**src/rtl/rca_pkg.sv**
```systemverilog
// Shared types and constants for the sequential wide ripple-carry adder.
package rca_pkg;

  localparam int CHUNK_W = 4;

  typedef enum logic [1:0] {
    IDLE,
    RUN,
    DONE
  } state_t;

  // Counter width for n chunks; never below one bit so a single-chunk build still has a counter
  function automatic int cnt_width(input int nchunk);
    int w;
    w = 1;
    while ((1 << w) < nchunk) w++;
    return w;
  endfunction

endpackage

```
**src/rtl/rca_wide_add_seq_if.sv**
```systemverilog
// Operand/result handshake bundle for rca_wide_add_seq.
// RCA_WIDE_SUB_EN adds the in_sub request bit.
interface rca_wide_add_seq_if #(
  parameter int WIDTH = 16
);

  logic             in_valid;
  logic             in_ready;
  logic [WIDTH-1:0] in_a;
  logic [WIDTH-1:0] in_b;
  logic             in_cin;
`ifdef RCA_WIDE_SUB_EN
  logic             in_sub;
`endif
  logic             out_valid;
  logic             out_ready;
  logic [WIDTH-1:0] out_sum;
  logic             out_cout;
  logic             out_ovf;

`ifdef RCA_WIDE_SUB_EN
  modport master (
    output in_valid, in_a, in_b, in_cin, in_sub, out_ready,
    input  in_ready, out_valid, out_sum, out_cout, out_ovf
  );

  modport slave (
    input  in_valid, in_a, in_b, in_cin, in_sub, out_ready,
    output in_ready, out_valid, out_sum, out_cout, out_ovf
  );
`else
  modport master (
    output in_valid, in_a, in_b, in_cin, out_ready,
    input  in_ready, out_valid, out_sum, out_cout, out_ovf
  );

  modport slave (
    input  in_valid, in_a, in_b, in_cin, out_ready,
    output in_ready, out_valid, out_sum, out_cout, out_ovf
  );
`endif

endinterface

```
**src/rtl/ripple_carry_adder_4bit.sv**
```systemverilog
// Combinational 4-bit ripple-carry adder slice.
module ripple_carry_adder_4bit (
  input  logic [3:0] a,
  input  logic [3:0] b,
  input  logic       cin,
  output logic [3:0] sum,
  output logic       cout
);

  // The carry is walked bit by bit through a local variable
  always_comb begin
    logic c;
    sum = '0;
    c   = cin;
    for (int i = 0; i < 4; i++) begin
      sum[i] = a[i] ^ b[i] ^ c;
      c      = (a[i] & b[i]) | (c & (a[i] ^ b[i]));
    end
    cout = c;
  end

endmodule

```
**src/rtl/rca_wide_add_seq.sv**
```systemverilog
// Multi-cycle WIDTH-bit adder that pushes one 4-bit chunk per cycle through a single slice.
// Define RCA_WIDE_SUB_EN to enable subtraction via bus.in_sub.
module rca_wide_add_seq
  import rca_pkg::*;
#(
  parameter int WIDTH = 16
) (
  input logic              clk,
  input logic              rst_n,
  rca_wide_add_seq_if.slave bus
);

  localparam int NCHUNK = WIDTH / CHUNK_W;
  localparam int CW     = cnt_width(NCHUNK);
  localparam logic [CW-1:0] LAST = CW'(NCHUNK - 1);

  generate
    if (WIDTH < CHUNK_W || (WIDTH % CHUNK_W) != 0) begin : g_bad_width
      $error("rca_wide_add_seq: WIDTH must be a multiple of 4 and >= 4");
    end
  endgenerate

  state_t                state;
  state_t                state_nxt;
  logic [CW-1:0]         cnt;
  logic [WIDTH-1:0]      a_sh;
  logic [WIDTH-1:0]      b_sh;
  logic [WIDTH-1:0]      res;
  logic                  carry;
  logic                  a_msb;
  logic                  b_msb;
  logic [WIDTH-1:0]      b_cap;
  logic                  c_cap;
  logic [CHUNK_W-1:0]    s_sum;
  logic                  s_cout;
  logic [WIDTH+CHUNK_W-1:0] res_cat;
  logic                  in_ready_q;
  logic                  out_valid_q;

  // Subtraction folds into addition by inverting b and forcing the initial carry
`ifdef RCA_WIDE_SUB_EN
  assign b_cap = bus.in_sub ? ~bus.in_b : bus.in_b;
  assign c_cap = bus.in_sub ? 1'b1 : bus.in_cin;
`else
  assign b_cap = bus.in_b;
  assign c_cap = bus.in_cin;
`endif

  ripple_carry_adder_4bit u_slice (
    .a    (a_sh[CHUNK_W-1:0]),
    .b    (b_sh[CHUNK_W-1:0]),
    .cin  (carry),
    .sum  (s_sum),
    .cout (s_cout)
  );

  assign res_cat = {s_sum, res};

  always_ff @(posedge clk or negedge rst_n) begin
    if (!rst_n) begin
      state <= IDLE;
    end else begin
      state <= state_nxt;
    end
  end

  always_comb begin
    state_nxt = state;
    unique case (state)
      IDLE: if (bus.in_valid)   state_nxt = RUN;
      RUN:  if (cnt == LAST)    state_nxt = DONE;
      DONE: if (bus.out_ready)  state_nxt = IDLE;
      default:                  state_nxt = IDLE;
    endcase
  end

  always_comb begin
    in_ready_q  = (state == IDLE);
    out_valid_q = (state == DONE);
  end

  // Operands shift right so the slice always sees the current chunk in the low nibble;
  // the MSBs are kept aside because the overflow term needs them after the shifts
  always_ff @(posedge clk or negedge rst_n) begin
    if (!rst_n) begin
      a_sh  <= '0;
      b_sh  <= '0;
      res   <= '0;
      carry <= 1'b0;
      a_msb <= 1'b0;
      b_msb <= 1'b0;
      cnt   <= '0;
    end else if (state == IDLE && bus.in_valid) begin
      a_sh  <= bus.in_a;
      b_sh  <= b_cap;
      carry <= c_cap;
      a_msb <= bus.in_a[WIDTH-1];
      b_msb <= b_cap[WIDTH-1];
      cnt   <= '0;
    end else if (state == RUN) begin
      a_sh  <= a_sh >> CHUNK_W;
      b_sh  <= b_sh >> CHUNK_W;
      res   <= res_cat[WIDTH+CHUNK_W-1:CHUNK_W];
      carry <= s_cout;
      cnt   <= cnt + 1'b1;
    end
  end

  assign bus.in_ready  = in_ready_q;
  assign bus.out_valid = out_valid_q;
  assign bus.out_sum   = res;
  assign bus.out_cout  = carry;
  assign bus.out_ovf   = carry ^ (a_msb ^ b_msb ^ res[WIDTH-1]);

endmodule
```
**src/flat_wrapper.sv**
```systemverilog
// flat-port wrapper written by rule: the top's interface ports become plain ports
module rca_wide_add_seq_flat import rca_pkg::*;
#(
  parameter int WIDTH = 16
)
  (clk, rst_n, bus_in_valid, bus_in_a, bus_in_b, bus_in_cin, bus_out_ready, bus_in_ready, bus_out_valid, bus_out_sum, bus_out_cout, bus_out_ovf);
  rca_wide_add_seq_if #(.WIDTH(WIDTH)) bus_i ();
  input logic clk;
  input logic rst_n;
  input wire logic [$bits(bus_i.in_valid)-1:0] bus_in_valid;
  input wire logic [$bits(bus_i.in_a)-1:0] bus_in_a;
  input wire logic [$bits(bus_i.in_b)-1:0] bus_in_b;
  input wire logic [$bits(bus_i.in_cin)-1:0] bus_in_cin;
  input wire logic [$bits(bus_i.out_ready)-1:0] bus_out_ready;
  output wire logic [$bits(bus_i.in_ready)-1:0] bus_in_ready;
  output wire logic [$bits(bus_i.out_valid)-1:0] bus_out_valid;
  output wire logic [$bits(bus_i.out_sum)-1:0] bus_out_sum;
  output wire logic [$bits(bus_i.out_cout)-1:0] bus_out_cout;
  output wire logic [$bits(bus_i.out_ovf)-1:0] bus_out_ovf;
  assign bus_i.in_valid = bus_in_valid;
  assign bus_i.in_a = bus_in_a;
  assign bus_i.in_b = bus_in_b;
  assign bus_i.in_cin = bus_in_cin;
  assign bus_i.out_ready = bus_out_ready;
  assign bus_in_ready = bus_i.in_ready;
  assign bus_out_valid = bus_i.out_valid;
  assign bus_out_sum = bus_i.out_sum;
  assign bus_out_cout = bus_i.out_cout;
  assign bus_out_ovf = bus_i.out_ovf;
  rca_wide_add_seq #(.WIDTH(WIDTH)) u_core (.clk(clk), .rst_n(rst_n), .bus(bus_i));
endmodule
```
**config.mk**
```make
export PLATFORM = sky130hd
export DESIGN_NAME = rca_wide_add_seq_flat
export DESIGN_NICKNAME = d
export VERILOG_FILES = /design/src/rtl/rca_pkg.sv /design/src/rtl/rca_wide_add_seq_if.sv /design/src/rtl/ripple_carry_adder_4bit.sv /design/src/rtl/rca_wide_add_seq.sv /design/src/flat_wrapper.sv
export SDC_FILE = /design/constraint.sdc
export NUM_CORES = 1
export LEC_CHECK = 0
export BUFFER_PORTS_ARGS = -buffer_cell sky130_fd_sc_hd__clkbuf_2
export CAP_MARGIN = 40
export CORE_UTILIZATION = 30
export DETAILED_ROUTE_END_ITERATION = 8
export PLACE_DENSITY = 0.49
export SLEW_MARGIN = 25
export SYNTH_ARGS = -nofsm -noshare
export SYNTH_HDL_FRONTEND = slang
export SYNTH_SLANG_ARGS = --single-unit
```
**constraint.sdc**
```tcl
create_clock -name clk -period 2.2 [get_ports clk]
set_clock_uncertainty 0.05 [all_clocks]
set_input_delay 0.66 -clock clk [delete_from_list [all_inputs] [get_ports clk]]
set_output_delay 0.66 -clock clk [all_outputs]
set_load 0.005 [all_outputs]
```
### Yosys cells after proc, flatten, opt, wreduce, memory -nomap -nowiden

Cells that the tools add are included.

| cells by class | value |
|---|---|
| add/subtract/negate cells | 1 |
| eq/ne operators | 6 |
| multiplexer cells | 12 |
| bitwise logic cells | 24 |
| reductions and logical operators | 5 |

Operator list:

| operator | number |
|---|---|
| 2-to-1 mux 16 bit | 4 |
| bitwise XOR 1 bit | 11 |
| 2-to-1 mux 2 bit | 5 |
| bitwise AND 1 bit | 8 |
| one-hot mux 2 bit (3 select lines) | 1 |
| equality test 2 bit, second input constant | 2 |
| inequality test 2 bit, second input constant | 2 |
| OR 1 bit | 4 |
| AND reduction 3 bit | 1 |
| adder 2 x 1 -> 2 bit, second input constant | 1 |
| equality test 2 x 1 -> 1 bit, second input constant | 1 |
| zero test 2 bit | 1 |
| 2-to-1 mux 1 bit | 2 |
| inequality test 2 x 1 -> 1 bit, second input constant | 1 |
| AND reduction 2 bit | 1 |
| nonzero test 2 bit | 1 |
| logical AND 1 bit | 1 |
| inverter 1 bit | 1 |

| storage, ports and cells | value |
|---|---|
| bits in registers | 55 |
| bits of input ports | 37 |
| output and inout port bits | 20 |
| logic and storage cells | 56 |

### Longest topological paths before layout

| logic depth | value |
|---|---|
| word-level depth | 11 |
| gate-level depth with buffers | 8 |
| mapped depth without buffers | 8 |

### Modules after synthesis

A second synthesis with hierarchy kept.

| second synthesis, totals | value |
|---|---|
| cells, all modules | 232 |
| area, all modules | 2706.3 um^2 |

By module, submodules not included:

| module | instances | cells each | area an instance (um^2) | seq. area each (um^2) |
|---|---|---|---|---|
| rca_wide_add_seq | 1 | 218 | 2588.7 | 1376.3 |
| ripple_carry_adder_4bit | 1 | 14 | 117.6 | 0.0 |

### Worst setup path after synthesis

Ideal clock, no wire load.

| timing | value |
|---|---|
| path type | register to register |
| start point | register u_core.carry, in the netlist u_core.bus.out_cout |
| end point | register u_core.res[15], in the netlist u_core.bus.out_sum[15] |
| library setup time | 76 ps |
| data arrival time | 2023 ps |
| data required time | 2074 ps |
| setup slack | 51 ps |
| stages on the path, launching flop included | 9 |
| path buffers | 0 |
| period minus slack after synthesis | 2149 ps |
| cell sequence | dfrtp_1 -> fa_1 -> inv_1 -> fa_1 -> inv_1 -> fa_1 -> inv_1 -> fa_1 -> o21ai_1 |

| between the ends | value |
|---|---|
| longest elaborated chain between the ends | 7 |

RTL lines:

| item | line | source |
|---|---|---|
| from (decl) | rca_wide_add_seq.sv:29 | `logic carry;` |
| from (signal assigned) | rca_wide_add_seq.sv:96 | `carry <= c_cap;` |
| from (signal assigned) | rca_wide_add_seq.sv:104 | `carry <= s_cout;` |
| bitwise AND 1 bit | ripple_carry_adder_4bit.sv:17 | `c = (a[i] & b[i]) \| (c & (a[i] ^ b[i]));` |
| OR 1 bit | ripple_carry_adder_4bit.sv:17 |  |
| bitwise AND 1 bit | ripple_carry_adder_4bit.sv:17 |  |
| OR 1 bit | ripple_carry_adder_4bit.sv:17 |  |
| bitwise AND 1 bit | ripple_carry_adder_4bit.sv:17 |  |
| OR 1 bit | ripple_carry_adder_4bit.sv:17 |  |
| bitwise XOR 1 bit | ripple_carry_adder_4bit.sv:16 | `sum[i] = a[i] ^ b[i] ^ c;` |
| to (signal assigned) | rca_wide_add_seq.sv:103 | `res <= res_cat[WIDTH+CHUNK_W-1:CHUNK_W];` |
| to (decl) | rca_wide_add_seq.sv:28 | `logic [WIDTH-1:0] res;` |

Every way passes these cells.
A chain may end at the register's enable or synchronous reset.

### Worst setup path after layout

| timing | value |
|---|---|
| start point | register u_core.a_sh[0] |
| end point | register u_core.res[15], in the netlist u_core.bus.out_sum[15] |

| between the ends | value |
|---|---|
| longest elaborated chain between the ends | 8 |
| elaborated cells between the ends (all ways) | 9 |
| classes of those cells | bitwise (9) |

RTL lines:

| item | line | source |
|---|---|---|
| from (decl) | rca_wide_add_seq.sv:26 | `logic [WIDTH-1:0] a_sh;` |
| from (signal assigned) | rca_wide_add_seq.sv:94 | `a_sh <= bus.in_a;` |
| from (signal assigned) | rca_wide_add_seq.sv:101 | `a_sh <= a_sh >> CHUNK_W;` |
| bitwise XOR 1 bit | ripple_carry_adder_4bit.sv:17 |  |
| bitwise AND 1 bit | ripple_carry_adder_4bit.sv:17 |  |
| OR 1 bit * | ripple_carry_adder_4bit.sv:17 |  |
| bitwise AND 1 bit * | ripple_carry_adder_4bit.sv:17 |  |
| OR 1 bit * | ripple_carry_adder_4bit.sv:17 |  |
| bitwise AND 1 bit * | ripple_carry_adder_4bit.sv:17 |  |
| OR 1 bit * | ripple_carry_adder_4bit.sv:17 |  |
| bitwise XOR 1 bit * | ripple_carry_adder_4bit.sv:16 |  |

Every way passes the cells marked *; elsewhere a longest branch is shown, timed or not.

==> impl_results.md <==
* Vias in the first global route at 2,039
* Crit Reg-Reg Endpoint: u_core.bus.out_sum[15]
* Synthesized instance count at 258
* Fraction of synthesized area in multiplexers at 0%
* I/O pins at 57
* Antenna-violating nets left at 0
* Power per Cell Area at 1510 nW/µm²
* N_diodes at 0
* Post-route DRC at 0
* Post-Synth XOR/XNOR Area at 1.04%
* IO Port Bufs at 56
* Full die area at 8780 µm²
* Synth Area in Compound Gates at 17.6%
* TritonCTS Sinks at 55
* Syn avg cell area at 9.78 µm²
* CP arrival at 2300 ps
* Pre-antenna DRT Iters at 4
* CTS tree: done
* Status: finished clean
* Seq cells post-synth at 55
* Post-synthesis cell type count at 29
* Gr ovfl total at 0
* F_max at 475 MHz
* Fin crit share at 95.6%
* First-pass GRT wire length at 10,700 µm
* Reg2reg start: u_core.a_sh[0]
* CP cell instances: fa_2 -> inv_2 -> fa_1 -> inv_1 -> fa_1 -> inv_1 -> fa_1 -> o21ai_1
* Rows at 33
* Clock H-tree levels at 2
* Placeable Area at 8180 µm²
* Pin count of the biggest net entering global routing at 36
* Drt wl/cell at 15.1 µm
* Post-DP HPWL at 4600 µm
* Final min period at 2100 ps
* Family with the most delay on the worst path: adder cells
* Leading register cell type out of synthesis: dfrtp_1
* Post-synthesis net count at 300
* Worst-Margin Slew at 547 ps
* Number of synthesized flops with an enable pin at 0
* Largest family of logic cells by synthesized area: compound AO/OA/AOI/OAI gates
* Final layout net count at 360
* Most common library cells after synthesis: dfrtp_1, nand2_1, nor3_1, o22ai_1, o21ai_0
* Initial antenna violation count at 0
* Layout cells sized above 1 at 27.3%
* Max Transition Viols Final at 0
* Hold Worst Slack at 267 ps
* Pleak at 1.46 nW
* Routed WL at 6400 µm
* CTS Buf Count at 5
* Clock buffer depth at 2
* Adder-Cell Fraction of Synth Area at 3.67%
* Ys async rst share at 100%
* Worst path most repeated cell: fa_1
* Clock Root Buffer: clkbuf_8
* Setup CP Type: reg -> reg
* Placed Area at 2980 µm²
* Die height at 93.7 µm
* Slowest stage delay, CP at 410 ps
* Kind of end point of the critical path: flip-flop
* Area growth from synthesis to layout at 22.1%
* Synth top area share at 54.5%
* Worst skew pair latency at 310 ps
* Worst path bufs/invs at 3
* Vias at 2,089
* Clock transition at path regs at 100 ps
* Slowest CP cell: dfrtp_1
* Crit path max fanout at 2
* GRT Util Overall at 15.9%
* Design Area, Final at 3080 µm²
* CP Data Required Time at 2390 ps
* Count leader, synth: dfrtp_1
* Post-synthesis sequential area ratio at 54.5%
* 1st-iter DRT viols at 65
* RD Place Congestion at 0.766
* Post-route setup slack at 96.9 ps
* Slew HR at 63.5%
* DP Worst Slack at 32.3 ps
* CP startpoint kind: flip-flop
* Vias per Instance at 4.93
* Largest cells by area after synthesis: dfrtp_1, nand2_1, o22ai_1
* Reg2Reg Setup Slack at 100 ps
* Final Hold Viols at 0
* Die W at 93.7 µm
* Peak supply drop at 0.000408 V
* Largest area contributor in the netlist: dfrtp_1
* FF-to-FF path depth at 8
* Worst Hold Class: in -> async
* Synth warn at 0
* Max Cap Viol at 0
* Synth Area in Simple Gates at 17.4%
* Hold buffers post-CTS at 0
* Mapped cell area at 2520 µm²
* Starting Density at 30.9%
* Setup violators final at 0
## kinds of logic (layout without fill, tap and decap cells)
group / Yosys count / count (layout)
and+or+nand+nor: 99 / 99
AOI/OAI and AO/OA: 66 / 66
DFF: 55 / 55
buffers and inverters: 30 / 91
adders and majority gates: 5 / 5
xor gates and xnor gates: 3 / 3
## cell type report
type | count | area, µm²
clock buffers | 6 | 72.6
clock inverters | 2 | 12.5
fillers | 848 | 5090
inverters | 10 | 37.5
multi-input cells | 173 | 1010
flip-flops and latches | 55 | 1380
well taps | 105 | 131
repair buffers | 73 | 445
## where the power goes
| part | switching, mW | internal [mW] | leakage, nW | total (mW) |
|---|---|---|---|---|
| clock | 0.340 | 0.224 | 0.0412 | 0.564 |
| sequential | 0.394 | 1.50 | 0.672 | 1.90 |
| combinational | 1.21 | 0.996 | 0.744 | 2.20 |
## sequential cells by signal, summed over array words and instances (netlist names)
signal,flops
u_core.a_msb,1
u_core.a_sh,16
u_core.b_msb,1
u_core.b_sh,16
u_core.bus.out_cout,1
u_core.bus.out_sum,16
u_core.cnt,2
u_core.state,2
## metal layers
layer | up-vias | GRT usage [%] | part of all wire, %
li1 | 1019 | - | -
met1 | 999 | 22.2 | 48
met2 | 65 | 24.8 | 45
met3 | 6 | 3.32 | 5.9
met4 | 0 | 5.00 | 0.53
met5 | - | 0 | 0
## stage by stage
step / TNS [ps] / total power [mW] / util [%] / std cells
floorplan: 0 / 3.37 / - / 258
global placement: 0 / 4.10 / 36.4 / 414
detailed placement: 0 / 4.13 / 36.4 / 414
CTS: 0 / 4.70 / 37.5 / 422
global route: -0.560 / 5.14 / 37.7 / 424
finish: 0 / 4.67 / 37.7 / 424
## how the worst max path moves through the flow
| stage | start | to | slack [ps] | cells after the start |
|---|---|---|---|---|
| 2_1_floorplan | u_core.bus.out_cout | u_core.bus.out_sum[15] | 50 | 8 |
| 3_3_place_gp | u_core.bus.out_cout | u_core.bus.out_sum[15] | 50 | 8 |
| 3_5_place_dp | u_core.bus.out_cout | u_core.bus.out_sum[15] | 30 | 8 |
| 4_1_cts | u_core.bus.out_cout | u_core.bus.out_sum[15] | 9 | 8 |
| 5_1_grt | u_core.a_sh[0] | u_core.bus.out_sum[15] | -0.6 | 8 |
| 6_report | u_core.a_sh[0] | u_core.bus.out_sum[15] | 100 | 8 |
## layout by cell type, fill, tap and decap left out, drive strengths merged, types with 2 or more instances in the layout
| master | count |
|---|---|
| clkbuf | 62 |
| dfrtp | 55 |
| nand2 | 54 |
| o21ai | 22 |
| o22ai | 21 |
| nor3 | 21 |
| buf | 17 |
| nor2 | 13 |
| inv | 10 |
| o32ai | 9 |
| nand3b | 5 |
| o221a | 5 |
| a21oi | 4 |
| fa | 4 |
| nand2b | 3 |
| xnor2 | 2 |
| nor2b | 2 |
| a2bb2oi | 2 |
## what timing repair did
| item | 4_1_cts | 5_1_grt |
|---|---|---|
| endpoints found under the setup margin | 0 | 1 |
| buffers inserted | 0 | 2 |
| resized for setup | 0 | 2 |
| endpoints found under the hold margin | 0 | 0 |
Note: power is estimated with default switching activity, not from simulation.
